## config.mk

```make
export PLATFORM = sky130hd
export DESIGN_NAME = iterative_shifter
export DESIGN_NICKNAME = d
export VERILOG_FILES = /design/src/rtl/shifter_pkg.sv /design/src/rtl/shift_step.sv /design/src/rtl/iterative_shifter.sv
export SDC_FILE = /design/constraint.sdc
export NUM_CORES = 1
export LEC_CHECK = 0
export ABC_AREA = 1
export CAP_MARGIN = 10
export CORE_MARGIN = 2
export CORE_UTILIZATION = 25
export CTS_CLUSTER_DIAMETER = 60
export CTS_CLUSTER_SIZE = 40
export DETAILED_ROUTE_END_ITERATION = 10
export PLACE_DENSITY_LB_ADDON = 0.08
export SETUP_SLACK_MARGIN = 0.05
export SLEW_MARGIN = 10
export SYNTH_ARGS = -nofsm -noshare
export SYNTH_HDL_FRONTEND = slang
export SYNTH_SLANG_ARGS = --single-unit
```

## constraint.sdc

```tcl
create_clock -name clk -period 3.5 [get_ports clk]
set_input_delay 0.525 -clock clk [delete_from_list [all_inputs] [get_ports clk]]
set_output_delay 0.525 -clock clk [all_outputs]
set_load 0.1 [all_outputs]
```

## src/rtl/shifter_pkg.sv

```systemverilog
`default_nettype none
// ============================================================================
// Module      : shifter_pkg
// Description : Shared types for the iterative shift/rotate unit: FSM state,
//               operation kind and direction encodings.
// Revision    : 1.0 - initial release
// ============================================================================
package shifter_pkg;

    // Controller states of the iterative shifter
    typedef enum logic [1:0] {
        IDLE  = 2'd0,
        SHIFT = 2'd1,
        DONE  = 2'd2
    } shstate_e;

    // Operation kind: zero-filling shift or circular rotate
    typedef enum logic {
        OP_SHIFT  = 1'b0,
        OP_ROTATE = 1'b1
    } shop_e;

    // Direction of the one-position move
    typedef enum logic {
        DIR_RIGHT = 1'b0,
        DIR_LEFT  = 1'b1
    } shdir_e;

endpackage : shifter_pkg
`default_nettype wire

```

## src/rtl/shift_step.sv

```systemverilog
`default_nettype none
// ============================================================================
// Module      : shift_step
// Description : Combinational one-position shift or rotate, left or right.
//               Shifts fill the vacated bit with zero; rotates wrap the bit
//               that falls off one end back into the other.
// Revision    : 1.0 - initial release
// ============================================================================
module shift_step
    import shifter_pkg::*;
#(
    parameter int WIDTH = 8
) (
    input  logic [WIDTH-1:0] din,
    input  shop_e            op,
    input  shdir_e           dir,
    output logic [WIDTH-1:0] dout
);

    logic w_fill_left;   // bit entering at the LSB on a left move
    logic w_fill_right;  // bit entering at the MSB on a right move

    // Select the bit shifted in: the wrapped bit for a rotate, zero otherwise
    always_comb begin
        w_fill_left  = 1'b0;
        w_fill_right = 1'b0;
        if (op == OP_ROTATE) begin
            w_fill_left  = din[WIDTH-1];
            w_fill_right = din[0];
        end
    end

    // Move the operand by exactly one position in the requested direction
    always_comb begin
        dout = din;
        if (dir == DIR_LEFT) begin
            dout = {din[WIDTH-2:0], w_fill_left};
        end else begin
            dout = {w_fill_right, din[WIDTH-1:1]};
        end
    end

endmodule : shift_step
`default_nettype wire

```

## src/rtl/iterative_shifter.sv

```systemverilog
`default_nettype none
// ============================================================================
// Module      : iterative_shifter
// Description : Multi-cycle shift/rotate unit. Accepts an operand in IDLE,
//               moves it one bit per clock in SHIFT, then presents the result
//               in DONE until the consumer takes it. Valid/ready on both sides.
// Revision    : 1.0 - initial release
// ============================================================================
module iterative_shifter
    import shifter_pkg::*;
#(
    parameter int WIDTH   = 8,
    parameter int SHAMT_W = $clog2(WIDTH)
) (
    input  logic               clk,
    input  logic               rst_n,
    input  logic               in_valid,
    output logic               in_ready,
    input  logic               select,
    input  logic               direction,
    input  logic [SHAMT_W-1:0] shift_value,
    input  logic [WIDTH-1:0]   din,
    output logic               out_valid,
    input  logic               out_ready,
    output logic [WIDTH-1:0]   dout,
    output logic               busy
);

    localparam logic [SHAMT_W-1:0] C_COUNT_ONE  = SHAMT_W'(1);
    localparam logic [SHAMT_W-1:0] C_COUNT_ZERO = '0;

    shstate_e           r_state;
    shstate_e           w_state_nxt;
    logic [SHAMT_W-1:0] r_count;
    logic [SHAMT_W-1:0] w_count_nxt;
    logic [WIDTH-1:0]   r_dout;
    logic [WIDTH-1:0]   w_dout_nxt;
    shop_e              r_op;
    shop_e              w_op_nxt;
    shdir_e             r_dir;
    shdir_e             w_dir_nxt;
    logic [WIDTH-1:0]   w_step;

    // One-position move of the working register using the latched op and dir
    shift_step #(
        .WIDTH (WIDTH)
    ) u_shift_step (
        .din  (r_dout),
        .op   (r_op),
        .dir  (r_dir),
        .dout (w_step)
    );

    // Registers: reset discards any in-flight operation
    always_ff @(posedge clk) begin
        if (!rst_n) begin
            r_state <= IDLE;
            r_count <= C_COUNT_ZERO;
            r_dout  <= '0;
            r_op    <= OP_SHIFT;
            r_dir   <= DIR_RIGHT;
        end else begin
            r_state <= w_state_nxt;
            r_count <= w_count_nxt;
            r_dout  <= w_dout_nxt;
            r_op    <= w_op_nxt;
            r_dir   <= w_dir_nxt;
        end
    end

    // Next-state, count and datapath control; inputs are only looked at in IDLE
    always_comb begin
        w_state_nxt = r_state;
        w_count_nxt = r_count;
        w_dout_nxt  = r_dout;
        w_op_nxt    = r_op;
        w_dir_nxt   = r_dir;
        case (r_state)
            IDLE: begin
                if (in_valid) begin
                    w_dout_nxt  = din;
                    w_op_nxt    = shop_e'(select);
                    w_dir_nxt   = shdir_e'(direction);
                    w_count_nxt = shift_value;
                    // A zero amount skips straight to presenting the operand
                    w_state_nxt = (shift_value == C_COUNT_ZERO) ? DONE : SHIFT;
                end
            end
            SHIFT: begin
                w_dout_nxt = w_step;
                // Guarded decrement so the counter can never wrap
                if (r_count != C_COUNT_ZERO) begin
                    w_count_nxt = r_count - C_COUNT_ONE;
                end
                if (r_count <= C_COUNT_ONE) begin
                    w_state_nxt = DONE;
                end
            end
            DONE: begin
                // Result held stable until the consumer accepts it
                if (out_ready) begin
                    w_state_nxt = IDLE;
                end
            end
            default: begin
                w_state_nxt = IDLE;
            end
        endcase
    end

    // Handshake outputs decode from state alone: no path from out_ready
    always_comb begin
        in_ready  = (r_state == IDLE);
        out_valid = (r_state == DONE);
        busy      = (r_state == SHIFT) || (r_state == DONE);
        dout      = r_dout;
    end

endmodule : iterative_shifter
`default_nettype wire

```

# After elaboration in Yosys (flattened, before gate mapping)
# Cells that the tools add are included.
totals:
  output_inout_bits: 11
  elab_cells: 35
  ff_bits: 15
  input_bits: 17
classes:
  n_lt_le_gt_ge: 1
  add_sub_neg: 1
  n_mux: 13
  eq_ne: 6
  n_reduce_logical: 9
ops:
  columns: ["op", "n"]
  rows:
  - ["2-to-1 mux 8 bit", 2]
  - ["one-hot mux 8 bit (2 select lines)", 1]
  - ["2-to-1 mux 2 bit", 4]
  - ["2-to-1 mux 3 bit", 2]
  - ["!= test 2 bit (second input constant)", 3]
  - ["one-hot mux 2 bit (3 select lines)", 1]
  - ["one-hot mux 3 bit (2 select lines)", 1]
  - ["AND reduction 3 bit", 2]
  - ["AND reduction 2 bit", 2]
  - ["less-or-equal comparator 3 x 1 -> 1 bit (second input constant)", 1]
  - ["logical NOT 3 bit", 1]
  - ["nonzero test 3 bit", 1]
  - ["subtractor 3 x 1 -> 3 bit (second input constant)", 1]
  - ["equality test 2 x 1 -> 1 bit (second input constant)", 1]
  - ["equality test 2 bit (second input constant)", 1]
  - ["logical NOT 2 bit", 1]
  - ["2-to-1 mux 1 bit", 2]
  - ["!= test 2 x 1 -> 1 bit (second input constant)", 1]
  - ["nonzero test 2 bit", 1]
  - ["logical OR 1 bit", 1]

# Depth between registers and ports, before layout
# Gate-level depths: netlist of the first run.
logic_depth:
  word_depth: 4
  depth_mapped: 10
  mapped_depth_nobuf: 10

# Hierarchy
# Synthesis of the first run repeated with hierarchy kept, for this count alone.
hier_totals:
  cells_unflattened: 146
  hier_area_um2: 985.9
modules_own_cells:
  columns: ["module", "seq_area_each_um2", "instances", "cells_each", "area_each_um2"]
  rows:
  - ["iterative_shifter", 300.3, 1, 120, 873.3]
  - ["shift_step", 0.0, 1, 26, 112.6]

# Least setup slack after synthesis of the first run
# Ideal clock, no wire load.
synth_path:
  path_kind: "reg2reg"
  startpoint: "register r_state[0]"
  endpoint: "register r_state[0]"
  arrival_ps: 1902
  setup_slack_ps: 1483
  stages_incl_launch_ff: 8
  period_less_slack_ps: 2017
  path_buffers: 0
  setup_ps: 115
  required_ps: 3385
  cell_sequence: "dfxtp_1 inv_1 ha_1 nand2_1 o21ai_2 inv_1 a21oi_1 nor2_1"
synth_via:
  elab_chain_len: 3
  elab_cells_between_ends: 8
  classes_between: "eq/ne (5); mux (1); reduce/logical (2)"
synth_lines:
  columns: ["item", "line", "text"]
  rows:
  - ["from (decl)", "iterative_shifter.sv:32", "shstate_e r_state;"]
  - ["from (signal assigned)", "iterative_shifter.sv:63", "r_state <= w_state_nxt;"]
  - ["logical NOT 2 bit (*)", null, null]
  - ["via in_ready", "iterative_shifter.sv:18", "output logic in_ready,"]
  - ["!= test 2 bit (no source line)", null, null]
  - ["AND reduction 3 bit (no source line)", null, null]
# Mark *: on every way through the listed nets, which the timed path passes. The rest lies on a longest branch.
# A chain may end at the register's enable or synchronous reset.

# Worst setup path after layout of the first run
layout_path:
  startpoint: "register r_state[0]"
  endpoint: "output port out_valid"
layout_via:
  elab_chain_len: 1
layout_lines:
  columns: ["item", "line", "text"]
  rows:
  - ["equality test 2 bit", "iterative_shifter.sv:114", "out_valid = (r_state == DONE);"]
  - ["to (decl)", "iterative_shifter.sv:23", "output logic out_valid,"]
# Every way passes these cells.

==> flow_summary.json, run 1 <==
{
  "initial_core_util_pct": 26.08,
  "path_cells": "inv_1, ha_1, clkdlybuf4s50_1",
  "place.gp.congestion": 0.7335,
  "critPathSlowestCell": "clkdlybuf4s50_1",
  "ys_warn_count": 0,
  "syn-num-nets": 161,
  "cp_max_fo": 3,
  "cts.clk_slew.worst_paths_ns": 0.07,
  "path_class": "flop to primary output",
  "fin_crit_ns": 2.504,
  "r2r_setup_slack_ns": 2.04,
  "core-area_sq_um": 3661,
  "cts_buffer_depth": 2,
  "insertion_delay_ns": 0.25,
  "yosysUniqueCellTypes": 19,
  "grt_pass1_vias": 862,
  "dp_hpwl_um": 1763,
  "ys_seq_elements": 15,
  "crit_arrival_ns": 1.98,
  "syn-mean-instance-area_sq_um": 6.918,
  "antenna_found_initial": 0,
  "post-cts-setup-buffer-count": 0,
  "syn_to_final_growth_pct": 34.08,
  "vias_per_cell": 4.476,
  "dieArea_sq_um": 4329,
  "min_period_over_period_pct": 71.55,
  "fmax_mhz": 399.3,
  "required_ns": 2.97,
  "drive_gt1_share_pct": 9.756,
  "crit_path_end_kind": "primary output",
  "setup_tns_ns": 0,
  "dr.first_iter.drc_count": 40,
  "relSlewSlack_pct": 35.40,
  "start_kind": "flop",
  "htreeDepth": 1,
  "ios": 28,
  "nets": 188,
  "grt_pass1_wl_um": 3981,
  "wl_per_cell_um": 11.08,
  "root_buffer": "clkbuf_8",
  "path_depth": 3,
  "finalSetupViolCount": 0,
  "die_x_um": 65.80,
  "antenna_cells": 0,
  "cts.sinks": 15,
  "hold_violations": 0,
  "cts_hold_buf": 0,
  "yosysSeqAreaShare_pct": 31.45,
  "slew_viol_final": 0,
  "hold_path_depth": 2,
  "finClkSkew_ns": 0.006123,
  "wirelength_um": 2349,
  "grt_max_degree": 21,
  "ant_nets": 0,
  "holdCritPathClass": "flop to flop",
  "globalRoute.totalOverflow": 0,
  "rsz0062_at_grt": "false",
  "die_h_um": 65.80,
  "vias": 949,
  "syn_inst": 138,
  "numCtsBuffers": 3,
  "drc_errors": 0,
  "cts_tree": "yes",
  "cp_top_family": "buffers and inverters",
  "status": "completed",
  "portBuffers": 27,
  "track_usage_pct": 11.85,
  "worst_slew_pin_slew_ns": 0.9659,
  "syn_area_sq_um": 954.7,
  "max_stage_delay_ns": 1.14,
  "ff2ff_path_depth": 7,
  "dr.pass1.iters": 4,
  "worst-path-buf-inv": 2,
  "cap_violations": 0,
  "rows": 22,
  "ctsResizeCount": 0
}
## state kept, by name (all words and copies together) (netlist names)
signal	flops
r_dir	1
r_op	1
dout	8
r_count	3
r_state	2
## final timing paths
path	startpoint	endpoint
worst max-delay path	r_state[0]	out_valid
worst min register to register	r_op	r_op
worst min-delay path	r_op	r_op
worst max register to register	r_state[1]	dout[6]
## worst register-to-register path, delay by kind of cell (launching register included)
kind | cells | cell delay [ns]
adders and majority gates | 1 | 0.36
DFF | 1 | 0.33
buffers and inverters | 2 | 0.25
AOI/OAI and AO/OA | 2 | 0.23
and+or+nand+nor | 2 | 0.20
## final cells by class
class / instances / area, sq um
fill: 401 / 2381
multi-input combinational: 99 / 534.3
sequential: 15 / 300.3
timing repair buffer: 27 / 265.3
inverter: 19 / 73.82
tap: 48 / 60.06
clock buffer: 3 / 41.29
clock inverter: 1 / 5.005
## cell usage after synthesis, drive strengths merged
cell type	instances	area, sq um
dfxtp	15	300.3
nand4	1	6.260
buf	5	46.29
ha	6	75.07
a21boi	1	7.510
nand2	25	128.9
nor2	14	52.55
o21ai	22	113.9
nand3	5	25.02
inv	19	73.83
a21oi	25	125.1
## cells in the final DEF, fill, tap and decap left out, types with 4 or more instances in the layout
| cell | count |
|---|---|
| a21oi_1 | 25 |
| dfxtp_1 | 15 |
| nor2_1 | 14 |
| o21ai_0 | 18 |
| nand2_4 | 4 |
| nand3_1 | 5 |
| inv_1 | 16 |
| clkdlybuf4s50_1 | 25 |
| nand2_1 | 19 |
| ha_1 | 6 |
## metal layers
layer | up-vias | GRT usage (%) | share of wire, %
li1 | 502 | - | -
met1 | 427 | 16.16 | 52
met2 | 18 | 18.43 | 44
met3 | 2 | 2.044 | 3.4
met4 | 0 | 4.688 | 0.94
met5 | - | 0 | 0
## kinds of logic (layout without fill, tap and decap cells)
group / count (synthesis) / in the layout / share of synthesized area, %
flops: 15 / 15 / 31.45
fa+ha+maj: 6 / 6 / 7.863
simple gates: 45 / 45 / 22.28
buf+inv: 24 / 50 / 12.58
compound gates: 48 / 48 / 25.82
## through the flow
| stage | worst slack [ns] | cells | util, % | hold WS [ns] | instance area (sq um) |
|---|---|---|---|---|---|
| final | 0.9957 | 212 | 34.96 | 0.4824 | 1280 |
| after floorplan | 1.483 | 138 | - | 0.4386 | 954.7 |
| after detailed placement | 1.261 | 208 | 33.70 | 0.4762 | 1234 |
| after global routing | 0.9295 | 212 | 34.96 | 0.5300 | 1280 |
| after global placement | 1.294 | 208 | 33.70 | 0.4681 | 1234 |
| after CTS | 0.9799 | 212 | 34.96 | 0.4877 | 1280 |
Power of run 1 is not shown: default switching activity piles up to over one toggle a cycle in this logic, so the estimate is an artifact.
==> run 2: changes to the inputs <==
clock period = 2 ns   (was 3.5 ns; I/O delays follow)
==> flow_summary.json, run 2 (synthesis gave the netlist of run 1 again) <==
{
  "ant_nets": 0,
  "grt_max_degree": 21,
  "die_h_um": 65.80,
  "die_x_um": 65.80,
  "portBuffers": 27,
  "setup_tns_ns": 0,
  "cts_hold_buf": 0,
  "cts_tree": "yes",
  "dr.pass1.iters": 4,
  "hold_violations": 0,
  "grt_pass1_wl_um": 4029,
  "post_dp_cell_area_sq_um": 1251,
  "path_cells": "inv_1, ha_2, buf_12",
  "relSlewSlack_pct": 66.08,
  "cp_top_family": "flip-flops",
  "dp_hpwl_um": 1712,
  "rows": 22,
  "core-area_sq_um": 3661,
  "num-fill-cells": 392,
  "antenna_cells": 0,
  "root_buffer": "clkbuf_8",
  "start_kind": "flop",
  "largest_reg_flops": 8,
  "required_ns": 1.70,
  "fmax_mhz": 665.8,
  "vias": 947,
  "track_usage_pct": 11.97,
  "drc_errors": 0,
  "layout_commonest_cell": "a21oi_1",
  "cts_buffer_depth": 2,
  "rsz0062_at_grt": "false",
  "initial_core_util_pct": 26.08,
  "crit_arrival_ns": 1.20,
  "vias_per_cell": 4.467,
  "min_period_over_period_pct": 75.10,
  "worst-path-buf-inv": 2,
  "dr.first_iter.drc_count": 63,
  "htreeDepth": 1,
  "fin_crit_ns": 1.502,
  "syn_to_final_growth_pct": 35.91,
  "place.gp.congestion": 0.7899,
  "cap_violations": 0,
  "critPathSlowestCell": "dfxtp_1",
  "numCtsBuffers": 3,
  "drive_gt1_share_pct": 15.85,
  "ctsResizeCount": 0,
  "slew_viol_final": 0,
  "design_area_sq_um": 1297,
  "status": "completed",
  "path_class": "flop to primary output",
  "wirelength_um": 2340,
  "crit_path_end_kind": "primary output",
  "grt_pass1_vias": 926,
  "wl_per_cell_um": 11.04,
  "worst_slew_pin_slew_ns": 0.5072,
  "finalSetupViolCount": 0,
  "globalRoute.totalOverflow": 0,
  "finClkSkew_ns": 0.007572,
  "holdCritPathClass": "flop to flop",
  "final_cell_mix": "25 x a21oi_1, 19 x nand2_1, 18 x o21ai_0, 16 x inv_1, 16 x clkdlybuf4s50_1",
  "post-cts-setup-buffer-count": 0,
  "ios": 28,
  "cts.clk_slew.worst_paths_ns": 0.07,
  "cp_max_fo": 3,
  "max_stage_delay_ns": 0.36,
  "nets": 188,
  "antenna_found_initial": 0,
  "dieArea_sq_um": 4329,
  "insertion_delay_ns": 0.25,
  "cts.sinks": 15
}
-- run 2: cell count changes in the layout (fill, tap and decap cells not counted) --
cell             change
clkdlybuf4s50_1      -9
ha_1                 -1
buf_4                +6
ha_2                 +1
buf_12               +3
-- run 2: routing by layer --
metal	vias to the layer above	track usage, %	wire length [um]
li1	501	-	-
met2	23	17.42	1027
met4	0	5.469	34
met5	-	0	0
met3	4	2.385	108
met1	419	16.82	1169
-- run 2: final timing paths --
path / from / endpoint / slack [ns] / cells after the start
worst min register to register: r_op / r_op / 0.48 / 2
worst max-delay path: r_state[1] / busy / 0.50 / 3
worst min-delay path: r_op / r_op / 0.48 / 2
worst max register to register: r_state[1] / r_count[1] / 0.56 / 7
-- run 2: worst reg2reg max path, delay by kind of cell, from the launching register on --
kind            cells  cell delay, ns
flops               1            0.36
compound gates      3            0.33
buf+inv             2            0.30
fa+ha+maj           1            0.30
simple gates        1            0.08
-- run 2: metrics by stage --
stage | hold slack, ns | setup WS (ns) | utilization (%) | instances
2_1_floorplan | 0.4384 | 0.1866 | - | 138
3_3_place_gp | 0.4777 | 0.4841 | 34.18 | 208
3_5_place_dp | 0.4819 | 0.5117 | 34.18 | 208
4_1_cts | 0.4923 | 0.4880 | 35.44 | 212
5_1_grt | 0.5119 | 0.4002 | 35.44 | 212
6_report | 0.4848 | 0.4981 | 35.44 | 212
-- run 2: layout make-up --
type	count	area, sq um	area share [%]
Inverter	19	73.82	5.690
Clock buffer	3	41.29	3.182
Clock inverter	1	5.005	0.3857
Sequential cell	15	300.3	23.14
Tap cell	48	60.06	4.629
Timing Repair Buffer	27	280.3	21.60
Multi-Input combinational cell	99	536.8	41.37
Power of run 2 is left out for the same reason.
==> run 3: changes to the inputs <==
clock period = 1.35 ns   (was 2 ns; I/O delays follow)
==> flow_summary.json, run 3 (synthesis gave the netlist of run 1 again) <==
{
  "cap_violations": 0,
  "vias": 980,
  "path_class": "flop to primary output",
  "portBuffers": 27,
  "slew_viol_final": 0,
  "required_ns": 1.15,
  "drc_errors": 0,
  "worst_slew_pin_slew_ns": 0.2367,
  "nets": 194,
  "grt_max_degree": 21,
  "insertion_delay_ns": 0.25,
  "syn_to_final_growth_pct": 61.60,
  "finClkSkew_ns": 0.004889,
  "antenna_cells": 0,
  "wirelength_um": 2420,
  "min_period_over_period_pct": 97.43,
  "post_dp_cell_area_sq_um": 1456,
  "design_area_sq_um": 1543,
  "track_usage_pct": 12.03,
  "ios": 28,
  "fin_crit_ns": 1.315,
  "cts.clk_slew.worst_paths_ns": 0.07,
  "cts_hold_buf": 0,
  "root_buffer": "clkbuf_8",
  "dp_hpwl_um": 1756,
  "grt_pass1_wl_um": 4050,
  "core-area_sq_um": 3661,
  "cts_buffer_depth": 2,
  "cp_max_fo": 3,
  "htreeDepth": 1,
  "post-route-util_pct": 42.14,
  "vias_per_cell": 4.495,
  "rsz0062_at_grt": "true",
  "grt_pass1_vias": 885,
  "die_h_um": 65.80,
  "cts_tree": "yes",
  "holdWs_ns": 0.4644,
  "fmax_mhz": 760.2,
  "crit_arrival_ns": 1.11,
  "finalSetupViolCount": 0,
  "drive_gt1_share_pct": 28.24,
  "die_x_um": 65.80,
  "globalRoute.totalOverflow": 0,
  "crit_path_end_kind": "primary output",
  "ant_nets": 0,
  "rows": 22,
  "final_cell_mix": "25 x a21oi_1, 18 x nand2_1, 16 x o21ai_0, 16 x clkdlybuf4s50_1",
  "holdCritPathClass": "flop to flop",
  "dr.first_iter.drc_count": 66,
  "hold_violations": 0,
  "place.gp.congestion": 0.7193,
  "dieArea_sq_um": 4329,
  "initial_core_util_pct": 26.08,
  "numCtsBuffers": 3,
  "seq_area_sq_um": 315.3,
  "antenna_found_initial": 0,
  "multi_input_area_sq_um": 601.8,
  "relSlewSlack_pct": 84.20,
  "start_kind": "flop",
  "status": "completed",
  "wl_per_cell_um": 11.10,
  "largest_reg_flops": 8,
  "cts.sinks": 15,
  "dr.pass1.iters": 4,
  "layout_commonest_cell": "a21oi_1",
  "num-fill-cells": 385
}
## run 3: layout make-up
type / instances / share of cell area (%)
Clock inverter: 1 / 0.3244
Inverter: 19 / 5.272
Timing Repair Buffer: 33 / 28.39
Clock buffer: 3 / 2.676
Multi-Input combinational cell: 99 / 39.01
Tap cell: 48 / 3.893
Sequential cell: 15 / 20.44
## run 3: repair_timing
item	4_1_cts	5_1_grt
resized for setup	3	5
endpoints found under the setup margin	14	13
gates cloned	0	0
pin swaps	1	0
endpoints found under the hold margin	0	0
buffers inserted	1	0
## run 3: layer usage
metal | GRT usage [%] | vias up | wire length (um)
met5 | 0 | - | 0
met4 | 3.125 | 0 | 12
met3 | 3.407 | 2 | 135
met2 | 17.93 | 24 | 1104
met1 | 16.89 | 437 | 1167
li1 | - | 517 | -
## run 3: final timing paths
path                                  from          to  slack (ns)  depth (start not counted)
worst max-delay path            r_state[0]        busy        0.03                          3
worst min-delay path                  r_op        r_op        0.46                          2
worst max register to register  r_state[0]  r_count[0]        0.11                         10
worst min register to register        r_op        r_op        0.46                          2
## run 3: critical path, stage by stage, from the launching register on
cell,delay [ns]
dfxtp_4,0.38
inv_4,0.05
ha_4,0.26
buf_12,0.16
## run 3: per-stage QoR
stage | setup slack [ns] | setup TNS, ns | cells
final | 0.03463 | 0 | 218
after floorplan | 0.01599 | 0 | 138
after detailed placement | -0.01355 | -0.02272 | 213
after global routing | -0.006214 | -0.006214 | 218
after CTS | 0.03813 | 0 | 218
after global placement | -0.005470 | -0.005470 | 213
Power of run 3 is left out for the same reason.
